===== config.mk =====
export PLATFORM = sky130hd
export DESIGN_NAME = imm_decode_ctrl_flat
export DESIGN_NICKNAME = d
export VERILOG_FILES = /design/src/rtl/imm_decode_ctrl_if.sv /design/src/rtl/imm_decode_ctrl.sv /design/src/flat_wrapper.sv
export SDC_FILE = /design/constraint.sdc
export NUM_CORES = 1
export LEC_CHECK = 0
export ABC_CLOCK_PERIOD_IN_PS = 1650
export BUFFER_PORTS_ARGS = -buffer_cell sky130_fd_sc_hd__clkbuf_2
export CAP_MARGIN = 20
export CELL_PAD_IN_SITES_DETAIL_PLACEMENT = 1
export CELL_PAD_IN_SITES_GLOBAL_PLACEMENT = 1
export CORE_UTILIZATION = 40
export DETAILED_ROUTE_END_ITERATION = 8
export PLACE_DENSITY_LB_ADDON = 0.1
export SLEW_MARGIN = 30
export SYNTH_ARGS = -nofsm -noshare
export SYNTH_HDL_FRONTEND = slang
export SYNTH_SLANG_ARGS = --single-unit

===== constraint.sdc =====
create_clock -name clk -period 1.65 [get_ports clk]
set_input_delay 0.165 -clock clk [delete_from_list [all_inputs] [get_ports clk]]
set_output_delay 0.165 -clock clk [all_outputs]
set_load 0.05 [all_outputs]

===== src/rtl/imm_decode_ctrl_if.sv =====
// Fetch/execute handshake bundle for the decode-stage immediate controller.
// master drives fetch inputs, flush and ex_ready; slave is the controller side.
interface imm_decode_ctrl_if #(
    parameter int XLEN = 32
);
    logic            if_valid;
    logic            if_ready;
    logic [XLEN-1:0] if_inst;
    logic [XLEN-1:0] if_pc;
    logic            flush;
    logic            ex_valid;
    logic            ex_ready;
    logic [XLEN-1:0] ex_inst;
    logic [XLEN-1:0] ex_pc;
    logic [2:0]      ex_imm_sel;
    logic            ex_illegal;

    modport master (
        output if_valid, if_inst, if_pc, flush, ex_ready,
        input  if_ready, ex_valid, ex_inst, ex_pc, ex_imm_sel, ex_illegal
    );

    modport slave (
        input  if_valid, if_inst, if_pc, flush, ex_ready,
        output if_ready, ex_valid, ex_inst, ex_pc, ex_imm_sel, ex_illegal
    );
endinterface


===== src/rtl/imm_decode_ctrl.sv =====
// Decode-stage controller: 2-entry instruction queue that tags each entry with
// its immediate format. Ports: clk, rst_n (async, active low), bus (slave).
// Optional macro IMM_ILLEGAL_TRAP_EN: illegal head reports and blocks the queue.
module imm_decode_ctrl #(
    parameter int XLEN = 32
) (
    input logic              clk,
    input logic              rst_n,
    imm_decode_ctrl_if.slave bus
);
    typedef enum logic [1:0] {
        EMPTY = 2'd0,
        ONE   = 2'd1,
        FULL  = 2'd2
    } state_t;

    localparam logic [2:0] SEL_NONE = 3'd0;
    localparam logic [2:0] SEL_I    = 3'd1;
    localparam logic [2:0] SEL_S    = 3'd2;
    localparam logic [2:0] SEL_B    = 3'd3;
    localparam logic [2:0] SEL_U    = 3'd4;
    localparam logic [2:0] SEL_J    = 3'd5;

    state_t          state;
    state_t          state_nx;
    logic            wptr;
    logic            rptr;
    logic [XLEN-1:0] inst_q [2];
    logic [XLEN-1:0] pc_q   [2];
    logic [2:0]      sel_q  [2];
    logic            ill_q  [2];

    logic       accept;
    logic       pop;
    logic       blocked;
    logic [2:0] cls_sel;
    logic       cls_ill;

    // {illegal, imm_sel} from the opcode field
    function automatic logic [3:0] classify(input logic [6:0] op);
        logic [3:0] r;
        r = {1'b1, SEL_NONE};
        case (op)
            7'b0010011, 7'b0000011, 7'b1100111: r = {1'b0, SEL_I};
            7'b0100011:                         r = {1'b0, SEL_S};
            7'b1100011:                         r = {1'b0, SEL_B};
            7'b0110111, 7'b0010111:             r = {1'b0, SEL_U};
            7'b1101111:                         r = {1'b0, SEL_J};
            7'b0110011, 7'b0001111, 7'b1110011: r = {1'b0, SEL_NONE};
            default:                            r = {1'b1, SEL_NONE};
        endcase
        return r;
    endfunction

    assign {cls_ill, cls_sel} = classify(bus.if_inst[6:0]);

    assign bus.if_ready   = (state != FULL);
    assign bus.ex_valid   = (state != EMPTY);
    assign bus.ex_inst    = inst_q[rptr];
    assign bus.ex_pc      = pc_q[rptr];
    assign bus.ex_imm_sel = sel_q[rptr];

`ifdef IMM_ILLEGAL_TRAP_EN
    // An illegal head stays presented until flush or reset clears it
    assign blocked        = ill_q[rptr] & (state != EMPTY);
    assign bus.ex_illegal = ill_q[rptr];
`else
    logic unused_ill;
    assign unused_ill     = ill_q[0] ^ ill_q[1];
    assign blocked        = 1'b0;
    assign bus.ex_illegal = 1'b0;
`endif

    assign accept = bus.if_valid & bus.if_ready;
    assign pop    = bus.ex_valid & bus.ex_ready & ~blocked;

    always_comb begin
        state_nx = state;
        unique case (state)
            EMPTY: if (accept) state_nx = ONE;
            ONE: begin
                if (accept && !pop)      state_nx = FULL;
                else if (pop && !accept) state_nx = EMPTY;
            end
            FULL:  if (pop) state_nx = ONE;
            default: state_nx = EMPTY;
        endcase
        if (bus.flush) state_nx = EMPTY;
    end

    always_ff @(posedge clk or negedge rst_n) begin
        if (!rst_n) begin
            state <= EMPTY;
            wptr  <= 1'b0;
            rptr  <= 1'b0;
        end else begin
            state <= state_nx;
            if (bus.flush) begin
                wptr <= 1'b0;
                rptr <= 1'b0;
            end else begin
                if (accept) wptr <= ~wptr;
                if (pop)    rptr <= ~rptr;
            end
        end
    end

    always_ff @(posedge clk or negedge rst_n) begin
        if (!rst_n) begin
            for (int i = 0; i < 2; i++) begin
                inst_q[i] <= '0;
                pc_q[i]   <= '0;
                sel_q[i]  <= '0;
                ill_q[i]  <= 1'b0;
            end
        end else if (accept && !bus.flush) begin
            inst_q[wptr] <= bus.if_inst;
            pc_q[wptr]   <= bus.if_pc;
            sel_q[wptr]  <= cls_sel;
            ill_q[wptr]  <= cls_ill;
        end
    end
endmodule


===== src/flat_wrapper.sv =====
// flat-port wrapper written by rule: the top's interface ports become plain ports
module imm_decode_ctrl_flat 
#(
    parameter int XLEN = 32
)
  (clk, rst_n, bus_if_valid, bus_if_inst, bus_if_pc, bus_flush, bus_ex_ready, bus_if_ready, bus_ex_valid, bus_ex_inst, bus_ex_pc, bus_ex_imm_sel, bus_ex_illegal);
  imm_decode_ctrl_if #(.XLEN(XLEN)) bus_i ();
  input logic clk;
  input logic rst_n;
  input wire logic [$bits(bus_i.if_valid)-1:0] bus_if_valid;
  input wire logic [$bits(bus_i.if_inst)-1:0] bus_if_inst;
  input wire logic [$bits(bus_i.if_pc)-1:0] bus_if_pc;
  input wire logic [$bits(bus_i.flush)-1:0] bus_flush;
  input wire logic [$bits(bus_i.ex_ready)-1:0] bus_ex_ready;
  output wire logic [$bits(bus_i.if_ready)-1:0] bus_if_ready;
  output wire logic [$bits(bus_i.ex_valid)-1:0] bus_ex_valid;
  output wire logic [$bits(bus_i.ex_inst)-1:0] bus_ex_inst;
  output wire logic [$bits(bus_i.ex_pc)-1:0] bus_ex_pc;
  output wire logic [$bits(bus_i.ex_imm_sel)-1:0] bus_ex_imm_sel;
  output wire logic [$bits(bus_i.ex_illegal)-1:0] bus_ex_illegal;
  assign bus_i.if_valid = bus_if_valid;
  assign bus_i.if_inst = bus_if_inst;
  assign bus_i.if_pc = bus_if_pc;
  assign bus_i.flush = bus_flush;
  assign bus_i.ex_ready = bus_ex_ready;
  assign bus_if_ready = bus_i.if_ready;
  assign bus_ex_valid = bus_i.ex_valid;
  assign bus_ex_inst = bus_i.ex_inst;
  assign bus_ex_pc = bus_i.ex_pc;
  assign bus_ex_imm_sel = bus_i.ex_imm_sel;
  assign bus_ex_illegal = bus_i.ex_illegal;
  imm_decode_ctrl #(.XLEN(XLEN)) u_core (.clk(clk), .rst_n(rst_n), .bus(bus_i));
endmodule

==> run summary, run 1 <==
## CTS
* 2 — clock tree buffer depth
* 4 — H-tree level count
* 0.42 ns — latest clock arrival within the worst-skew pair
* 138 — sinks on the clock net
* 17 — TritonCTS buffer count
* yes — CTS tree
* 0.06 ns — clock slew at reported path FFs
* sky130_fd_sc_hd__clkbuf_16 — buffer type at the clock tree root

## Setup path
* 1.48 ns — Worst EP required
* 8 — biggest fanout along the worst timing path
* flip-flop — CP startpoint kind
* output pin — capturing element type of the critical path
* 1.70 ns — CP arrival
* flip-flop to output pin — type of the worst setup path

## Power and ir drop
* 1480 mW/mm2 — power density of the placed cells
* 1.07 mV — worst vdd ir
* 0.00429 uW — leakage power figure

## Timing
* 113% — period utilization
* yes — unrepaired setup endpoints after global routing
* 0.00703 ns — final setup skew
* 0.537 GHz — maximum clock rate
* -10.15 ns — post-route setup TNS
* 1.86 ns — min cycle time layout
* -0.211 ns — worst setup margin
* 0 — max-slew violation total from the final report
* 67 — number of setup violations in the final report
* 0 — Hold Violations, Final

## Final layout
* sky130_fd_sc_hd__dfrtp_1 — most frequent standard cell in the layout excluding fill and tap cells
* 64.0% — layout cells sized above 1
* 62.2% — Layout Utilization
* 681 — net count of the finished layout
* sky130_fd_sc_hd__dfrtp_1 (137), sky130_fd_sc_hd__mux2_2 (122), sky130_fd_sc_hd__mux2_4 (77) — commonest non-fill, non-tap cells in the layout
* 1408 — Filler Cells Inserted
* 0 — count of inserted antenna diode cells
* 51.8% — post-synthesis to final-layout area growth

## Synth
* 0 — number of warnings issued by yosys
* 0 — number of flops mapped to enable cells by yosys
* 138 — synthesis-stage register bit count
* 0.00622 mm2 — Mapped Area
* sky130_fd_sc_hd__dfrtp_1 — dominant synthesized flop cell
* 15.6 um2 — average footprint of a synthesized cell
* 400 — post-synthesis instance total
* 100% — share of synthesized registers carrying an async set or reset
* 55.5% — portion of the post-synthesis area used by sequential elements
* 33 — number of distinct library cells after synthesis
* 470 — Post-Synthesis Net Count

## Global route
* 45 — maximum number of pins on one net before global-route repair
* 0 — aggregate global routing overflow
* 25400 um — global-route wire length before repair
* 0 — number of antenna violations at the first check in global routing
* 21.1% — total routing resource utilization after global routing
* 4670 — number of global-route vias before repair

## Detailed routing
* 0 — number of antenna-violating nets in the routed design
* 4119 — vias after detailed routing
* 5.08 — via density per instance
* 16000 um — final wirelength
* 81 — Detailed Route Iter0 Violations
* 4 — first-pass iteration count of the detailed router
* 19.8 um — wire length per cell after detailed routing
* 0 — number of remaining DRC errors

## Die
* 127 um — width of the die
* 45 — Rows
* 139 — I/O pin total
* 40.9% — Initial Utilization
* 0.0152 mm2 — standard cell core area
* 0.0161 mm2 — overall die area
* 127 um — die height

## Outcome
* finished with violations — result of the run
* negative setup slack — violated checks

## Placed design
* 0.115 ns — pre-CTS setup slack
* 137 — number of buffer cells added on primary ports
* 9340 um — hpwl dp
* 0.706 — RD Place Congestion

## Flow run
* 0 — maximum capacitance violations

## Hold path
* primary input to flip-flop — min-delay worst type

[cell families (layout without fill, tap and decap cells)]
group	Yosys count	after routing	share of synthesized area, %
muxes	200	200	37.9
DFF	138	138	55.5
buffers and inverters	28	251	2.89
and+or+nand+nor	21	21	2.19
AOI/OAI and AO/OA	10	10	1.13
adders and majority gates	1	1	0.201
other	1	1	0.0602
xor gates and xnor gates	1	1	0.141
[stage by stage]
step	power (uW)	instance area (um2)	hold WS, ns	cells
2_1_floorplan	7430	6230	-0.131	400
3_5_place_dp	8290	7250	0.103	716
5_1_grt	14500	9450	0.0267	811
3_3_place_gp	8150	7250	0.0982	716
6_report	13900	9450	0.0432	811
4_1_cts	13700	9220	0.00510	808
[state kept, by name (all words and copies together) (netlist names)]
signal and flops:
u_core.pc_q 64, u_core.rptr 1, u_core.state 2, u_core.wptr 1
u_core.sel_q 6, u_core.inst_q 64
[layer usage]
layer | routed length (um) | global-route usage (%) | vias up | share of wire, %
met3 | 838 | 6.92 | 23 | 5.2
met5 | 0 | 0 | - | 0
met2 | 8310 | 36.4 | 110 | 52
li1 | - | - | 1862 | -
met4 | 286 | 7.07 | 0 | 1.8
met1 | 6590 | 24.7 | 2124 | 41
[synth_stat cells, drive strengths merged, types with 3 or more instances]
library cell / n / area, um2
clkbuf: 4 / 15.0
dfrtp: 138 / 3450
nand3: 3 / 15.0
buf: 22 / 158
mux2: 199 / 2350
nor2: 3 / 11.3
nor2b: 3 / 18.8
[power by group]
group,switching [uW],leakage [uW],internal [uW]
Clock,1430,0.000339,3010
Sequential,441,0.00166,4170
Combinational,2460,0.00230,2430
Total,4330,0.00429,9620
[path summary, 6_finish.rpt]
| check | from | endpoint | slack (ns) | depth (start not counted) |
|---|---|---|---|---|
| worst max-delay path | u_core.rptr$_DFFE_PN0P_ | bus_ex_pc[6] | -0.21 | 4 |
| worst min-delay path | bus_if_inst[4] | u_core.inst_q[4]$_DFFE_PN0P_ | 0.04 | 2 |
| worst max register to register | u_core.wptr$_DFFE_PN0P_ | u_core.pc_q[62]$_DFFE_PN0P_ | 0.07 | 4 |
| worst min register to register | u_core.inst_q[27]$_DFFE_PN0P_ | u_core.inst_q[27]$_DFFE_PN0P_ | 0.50 | 1 |
| max in group asynchronous | rst_n | u_core.pc_q[39]$_DFFE_PN0P_ | 0.79 | 3 |
| min in group asynchronous | rst_n | u_core.inst_q[38]$_DFFE_PN0P_ | 0.23 | 2 |
[layout make-up]
cell class / count / area, um2 / area share (%)
tap: 188 / 235 / 2.49
inverter: 2 / 7.51 / 0.0794
clock inverter: 13 / 248 / 2.62
sequential: 138 / 3450 / 36.6
clock buffer: 18 / 439 / 4.65
multi-input combinational: 234 / 2800 / 29.6
timing repair buffer: 218 / 2270 / 24.0
[worst max-delay path, stage by stage, from the launching register on]
cell and delay, ns:
sky130_fd_sc_hd__dfrtp_2 0.47, sky130_fd_sc_hd__buf_12 0.17, sky130_fd_sc_hd__buf_16 0.15, sky130_fd_sc_hd__mux2_4 0.33, sky130_fd_sc_hd__buf_8 0.16
[what timing repair did]
action                     CTS  global route
pin swaps                    0             1
resized for setup          153            77
setup endpoints to repair   68           141
setup buffers                1             0
hold endpoints to repair   148             2
hold buffers                58             1
cloned                       2             2
Note: power is estimated with default switching activity, not from simulation.
==> run 2, diff against run 1 <==
- ABC_AREA: unset -> 1
- CORE_ASPECT_RATIO: unset -> 0.6
- CORE_UTILIZATION: 40 -> 36
==> run summary, run 2 <==
## Outcome
* finished with violations — result of the run
* negative setup slack — violated checks

## Hold path
* primary input to flip-flop — min-delay worst type

## Detailed routing
* 5836 — vias after detailed routing, +42%
* 17.5 um — wire length per cell after detailed routing, -11%
* 0 — number of remaining DRC errors, unchanged
* 4.84 — via density per instance, -4.6%
* 0 — number of antenna-violating nets in the routed design, unchanged
* 6 — first-pass iteration count of the detailed router, +2
* 366 — Detailed Route Iter0 Violations, +350%
* 21100 um — final wirelength, +32%

## Flow run
* 0 — maximum capacitance violations, unchanged

## Setup path
* 1.48 ns — Worst EP required, about the same
* 1.57 ns — CP arrival, -0.13 ns
* output pin — capturing element type of the critical path
* sky130_fd_sc_hd__clkbuf_16 — Most common cell on crit path
* 0.44 ns — Slowest Stage Delay on Critical Path, -0.03 ns
* 9 — biggest fanout along the worst timing path, +1
* buffers and inverters — cell class contributing the biggest share of worst-path delay
* flip-flop to output pin — type of the worst setup path
* flip-flop — CP startpoint kind
* buf_4 > clkbuf_16 > nand2_1 > nand2_4 > clkbuf_16 — ordered list of cells on the worst path
* 3 — number of buffer and inverter stages on the critical path, unchanged
* sky130_fd_sc_hd__dfrtp_2 — cell at the slowest stage of the critical path

## Synth
* 773 — post-synthesis instance total, +93%
* 0.00639 mm2 — Mapped Area, +2.6%
* simple AND/OR/NAND/NOR gates — dominant combinational cell family by area after synthesis
* 25 — number of distinct library cells after synthesis, -24%
* 13.3% — complex-gate fraction of the synthesized area, +12 points
* 138 — synthesis-stage register bit count, unchanged
* sky130_fd_sc_hd__dfrtp_1 — largest area contributor in the netlist
* 843 — Post-Synthesis Net Count, +79%
* sky130_fd_sc_hd__nand2_1 — most common cell in the netlist
* 8.26 um2 — average footprint of a synthesized cell, -47%
* sky130_fd_sc_hd__dfrtp_1 (54%), sky130_fd_sc_hd__nand2_1 (21%), sky130_fd_sc_hd__o21ai_1 (6.5%) — top post-synthesis cells by area
* 54.1% — area fraction of the dominant cell type after synthesis, -1.4 points
* 0% — post-synthesis mux area share, -38 points
* 0 — number of warnings issued by yosys, unchanged
* 100% — share of synthesized registers carrying an async set or reset, unchanged
* 0% — xor/xnor cell area share of the yosys netlist, -0.14 points
* 0.196% — adder and majority gate portion of the synthesized area, -0.0052 points
* sky130_fd_sc_hd__dfrtp_1 — dominant synthesized flop cell
* 0 — number of flops mapped to enable cells by yosys, unchanged
* 23.0% — area share of and/or/nand/nor cells after synthesis, +21 points
* 54.1% — portion of the post-synthesis area used by sequential elements, -1.4 points
* sky130_fd_sc_hd__nand2_1 (354), sky130_fd_sc_hd__dfrtp_1 (138), sky130_fd_sc_hd__o21ai_1 (83) — synth cell count leaders

## Timing
* 0 — Hold Violations, Final, unchanged
* yes — unrepaired setup endpoints after global routing
* 0.00775 ns — final setup skew, +0.000717 ns
* 67 — number of setup violations in the final report, unchanged
* -2.98 ns — post-route setup TNS, +7.17 ns
* 0.00838 ns — tightest hold margin, -0.0348 ns
* 105% — period utilization, -7.9 points
* 1.73 ns — min cycle time layout, -0.130 ns
* 0 — max-slew violation total from the final report, unchanged
* 0.577 GHz — maximum clock rate, +7.5%
* -0.0816 ns — worst setup margin, +0.130 ns

## Final layout
* 1205 — Non-Filler Instances, +49%
* sky130_fd_sc_hd__nand2_1 (225), sky130_fd_sc_hd__dfrtp_1 (137), sky130_fd_sc_hd__o21ai_1 (84) — commonest non-fill, non-tap cells in the layout
* 1906 — Filler Cells Inserted, +35%
* u_core.inst_q: 64 flops, u_core.pc_q: 64 flops, u_core.sel_q: 6 flops — largest registers in the final layout
* 1027 — net count of the finished layout, +51%
* 39.0% — layout cells sized above 1, -25 points
* sky130_fd_sc_hd__nand2_1 — most frequent standard cell in the layout excluding fill and tap cells
* 59.6% — post-synthesis to final-layout area growth

## Global route
* 54 — maximum number of pins on one net before global-route repair, +20%
* 23.5% — total routing resource utilization after global routing, +2.4 points
* 0 — aggregate global routing overflow, unchanged
* 6423 — number of global-route vias before repair, +38%
* 1 — number of antenna violations at the first check in global routing, +1
* 33000 um — global-route wire length before repair, +30%

## Placed design
* 137 — number of buffer cells added on primary ports, unchanged
* 1116 — placed cell count, +56%
* 0.136 ns — pre-CTS setup slack, +0.0213 ns
* 12000 um — hpwl dp, +29%
* 0.795 — RD Place Congestion, +12%

## CTS
* 4 — H-tree level count, unchanged
* 0.06 ns — clock slew at reported path FFs, about the same
* 138 — sinks on the clock net, unchanged
* 2 — clock tree buffer depth, unchanged
* yes — CTS tree
* sky130_fd_sc_hd__clkbuf_16 — buffer type at the clock tree root
* 0.43 ns — latest clock arrival within the worst-skew pair, about the same
* 17 — TritonCTS buffer count, unchanged

## Die
* 37.0% — Initial Utilization, -3.9 points
* 0.0183 mm2 — overall die area, +14%
* 174 um — width of the die, +37%
* 105 um — die height, -17%
* 0.0173 mm2 — standard cell core area, +14%
* 139 — I/O pin total, unchanged
* 37 — Rows, -18%

## Power and ir drop
* 0.758 mV — worst vdd ir, -29%
* 0.00513 uW — leakage power figure, +20%
* 1510 mW/mm2 — power density of the placed cells, +2.5%

## run 2: cell count changes in the layout (fill, tap and decap cells not counted), sizes merged, moves of 3 or more
cell / delta
buf: +17
clkbuf: -3
clkinvlp: +4
dlygate4sd3: -21
inv: +74
mux2: -199
nand2: +354
nor2: +9
nor2b: -3
o21ai: +133
## run 2: worst min-delay path: cells and delay by family
| kind | cells | cell delay (ns) |
|---|---|---|
| buffers and inverters | 2 | 0.17 |
| AOI/OAI and AO/OA | 1 | 0.06 |
## run 2: per-stage QoR
step / power [uW] / instance area (um2) / util [%]
floorplan: 7810 / 6390 / -
global placement: 8880 / 7450 / 43.1
detailed placement: 9080 / 7450 / 43.1
CTS: 14900 / 9720 / 56.3
global route: 16100 / 10200 / 59.0
finish: 15400 / 10200 / 59.0
## run 2: per-layer routing
metal / vias up / part of all wire [%] / global-route usage (%)
li1: 2765 / - / -
met1: 2932 / 46 / 31.8
met2: 121 / 49 / 37.8
met3: 18 / 3.9 / 4.91
met4: 0 / 1.1 / 7.33
met5: - / 0 / 0
## run 2: kinds of logic (layout without fill, tap and decap cells)
kind of cell / after synthesis / count (layout)
buffers and inverters: 121 / 318
other: 1 / 2
adders and majority gates: 1 / 1
DFF: 138 / 138
and+or+nand+nor: 374 / 374
AOI/OAI and AO/OA: 138 / 138
## run 2: cell type report
cell class	instances	area, um2	share of cell area (%)
inverters	77	294	2.88
clock inverters	12	195	1.91
clock buffers	20	457	4.48
diodes	1	2.50	0.0245
well taps	234	293	2.87
flip-flops and latches	138	3450	33.9
repair buffers	209	2520	24.7
multi-input cells	514	2980	29.2
## run 2: final timing paths
path,start,endpoint,slack [ns],depth (start not counted)
hold / removal,bus_if_inst[8],u_core.inst_q[8]$_DFFE_PN0P_,0.008,3
max in group asynchronous,rst_n,u_core.inst_q[34]$_DFFE_PN0P_,0.81,3
min in group asynchronous,rst_n,u_core.inst_q[15]$_DFFE_PN0P_,0.22,2
setup / recovery,u_core.rptr$_DFFE_PN0P_,bus_ex_inst[27],-0.08,5
setup reg to reg,u_core.state[0]$_DFFE_PN0P_,u_core.inst_q[55]$_DFFE_PN0P_,0.13,6
hold reg to reg,u_core.inst_q[4]$_DFFE_PN0P_,u_core.inst_q[4]$_DFFE_PN0P_,0.48,2
## run 2: timing repair
item / in CTS / in global routing
cloned: 8 / 4
hold buffers: 38 / 0
pin swaps: 21 / 27
setup endpoints to repair: 67 / 68
setup buffers: 6 / 0
hold endpoints to repair: 100 / 0
gates resized for setup: 232 / 141
## run 2: power breakdown
| group | internal, uW | switching [uW] | leakage (uW) |
|---|---|---|---|
| Clock | 2750 | 1480 | 0.000308 |
| Combinational | 2700 | 3620 | 0.00309 |
| Sequential | 4230 | 633 | 0.00173 |
| Total | 9690 | 5740 | 0.00513 |
==> run 3, diff against run 2 <==
- PLACE_DENSITY_LB_ADDON: 0.1 -> 0.25
==> run summary, run 3 (synthesis results as in run 2) <==
## Flow run
* 0 — maximum capacitance violations, unchanged

## Die
* 105 um — die height, unchanged
* 0.0183 mm2 — overall die area, unchanged
* 139 — I/O pin total, unchanged
* 37.0% — Initial Utilization, unchanged
* 0.0173 mm2 — standard cell core area, unchanged
* 174 um — width of the die, unchanged
* 37 — Rows, unchanged

## Setup path
* flip-flop to output pin — type of the worst setup path
* 0.06 ns — setup slack of the worst register-to-register path, -0.07 ns
* flip-flop — CP startpoint kind
* 6 — worst-case reg-to-reg path depth, unchanged
* u_core.rptr$_DFFE_PN0P_ — critical path launch point
* 5 — biggest fanout along the worst timing path, -4
* output pin — capturing element type of the critical path
* u_core.inst_q[52]$_DFFE_PN0P_ — terminus of the critical flop-to-flop path
* u_core.state[0]$_DFFE_PN0P_ — launching point of the worst reg2reg path
* 1.55 ns — CP arrival, -0.02 ns
* 1.48 ns — Worst EP required, about the same

## Hold path
* 3 — depth of the worst hold-timing path, unchanged
* u_core.pc_q[41]$_DFFE_PN0P_ — end point of the most critical hold path
* bus_if_pc[9] — min-delay src
* primary input to flip-flop — min-delay worst type

## Global route
* 0 — aggregate global routing overflow, unchanged
* 5881 — number of global-route vias before repair, -8.4%
* 31400 um — global-route wire length before repair, -4.8%
* 22.0% — total routing resource utilization after global routing, -1.5 points
* 71 — maximum number of pins on one net before global-route repair, +31%
* 1 — number of antenna violations at the first check in global routing, unchanged

## Timing
* 0.0121 ns — final setup skew, +0.00432 ns
* 0.582 GHz — maximum clock rate, +0.78%
* 0 — Hold Violations, Final, unchanged
* -0.0682 ns — worst setup margin, +0.0134 ns
* 104% — period utilization, -0.81 points
* yes — unrepaired setup endpoints after global routing
* 64 — number of setup violations in the final report, -4.5%
* 1.72 ns — min cycle time layout, -0.0134 ns
* 0 — max-slew violation total from the final report, unchanged

## Power and ir drop
* 0.674 mV — worst vdd ir, -11%
* 0.00496 uW — leakage power figure, -3.3%
* 1510 mW/mm2 — power density of the placed cells, -0.13%

## CTS
* 17 — TritonCTS buffer count, unchanged
* 138 — sinks on the clock net, unchanged
* 4 — H-tree level count, unchanged
* 2 — clock tree buffer depth, unchanged
* 0.42 ns — latest clock arrival within the worst-skew pair, about the same
* 0.07 ns — clock slew at reported path FFs, about the same
* yes — CTS tree
* sky130_fd_sc_hd__clkbuf_16 — buffer type at the clock tree root

## Outcome
* finished with violations — result of the run
* negative setup slack — violated checks

## Placed design
* 0.745 — RD Place Congestion, -6.3%
* 0.107 ns — pre-CTS setup slack, -0.0290 ns
* 137 — number of buffer cells added on primary ports, unchanged
* 11900 um — hpwl dp, -1.3%

## Final layout
* 1919 — Filler Cells Inserted, +0.68%
* 40.5% — layout cells sized above 1, +1.5 points
* sky130_fd_sc_hd__nand2_1 (219), sky130_fd_sc_hd__dfrtp_1 (137), sky130_fd_sc_hd__nand2_2 (86) — commonest non-fill, non-tap cells in the layout
* 0 — count of inserted antenna diode cells, -1
* sky130_fd_sc_hd__nand2_1 — most frequent standard cell in the layout excluding fill and tap cells
* u_core.inst_q: 64 flops, u_core.pc_q: 64 flops, u_core.sel_q: 6 flops — largest registers in the final layout
* 53.5% — post-synthesis to final-layout area growth
* 1010 — net count of the finished layout, -1.7%
* 56.8% — Layout Utilization, -2.2 points

## Detailed routing
* 0 — number of remaining DRC errors, unchanged
* 4.79 — via density per instance, -1.1%
* 6 — first-pass iteration count of the detailed router, unchanged
* 17.4 um — wire length per cell after detailed routing, -0.88%
* 20600 um — final wirelength, -2.4%
* 0 — number of antenna-violating nets in the routed design, unchanged
* 5685 — vias after detailed routing, -2.6%
* 318 — Detailed Route Iter0 Violations, -13%

-- run 3: worst max-delay path by stage --
| stage | end | slack, ns | cells after the start |
|---|---|---|---|
| global placement | u_core.inst_q[17]$_DFFE_PN0P_ | 0.23 | 7 |
| CTS | bus_ex_imm_sel[0] | -0.10 | 5 |
| floorplan | bus_ex_inst[19] | 0.09 | 6 |
| detailed placement | u_core.inst_q[28]$_DFFE_PN0P_ | 0.11 | 6 |
| global route | bus_ex_inst[21] | -0.12 | 6 |
| finish | bus_ex_pc[6] | -0.07 | 6 |
-- run 3: through the flow --
stage | setup TNS [ns] | std cells | total power [uW] | hold slack, ns | cell area (um2)
after floorplan | 0 | 773 | 7810 | -0.131 | 6390
after global placement | 0 | 1118 | 8910 | 0.114 | 7390
after detailed placement | 0 | 1118 | 9020 | 0.114 | 7390
after CTS | -3.80 | 1179 | 13900 | 0.000358 | 9060
after global routing | -5.34 | 1187 | 15500 | 0.0169 | 9810
final | -2.08 | 1187 | 14800 | 0.00871 | 9810
-- run 3: where the power goes --
group,total (uW),switching [uW],internal (uW)
clock,3810,1540,2280
sequential,4850,618,4230
combinational,6160,3580,2570
-- run 3: worst max-delay path, cell delays in order (launching register included) --
cell and delay, ns:
sky130_fd_sc_hd__dfrtp_2 0.44, sky130_fd_sc_hd__clkinv_4 0.09, sky130_fd_sc_hd__buf_8 0.15, sky130_fd_sc_hd__clkbuf_16 0.17, sky130_fd_sc_hd__nand2_4 0.05, sky130_fd_sc_hd__nand2_4 0.07, sky130_fd_sc_hd__clkbuf_16 0.16
-- run 3: cell type report --
type,count,area [um2],share of cell area [%]
inverters,77,294,3.00
clock inverters,13,143,1.45
repair buffers,192,2250,23.0
multi-input cells,514,2930,29.8
flip-flops and latches,138,3450,35.2
clock buffers,19,443,4.52
well taps,234,293,2.99
-- run 3: repair_timing --
action | in CTS | in global routing
resized for setup | 175 | 207
endpoints found under the hold margin | 64 | 0
endpoints found under the setup margin | 67 | 67
pin swaps | 0 | 23
cloned | 4 | 6
setup buffers | 6 | 2
hold buffers | 20 | 0
-- run 3: per-layer routing --
metal	GRT usage (%)	vias to the layer above	part of all wire, %
met5	0	-	0.058
met4	5.26	2	0.91
met3	4.26	18	3.5
met2	33.7	130	47
met1	32.0	2800	49
li1	-	2735	-
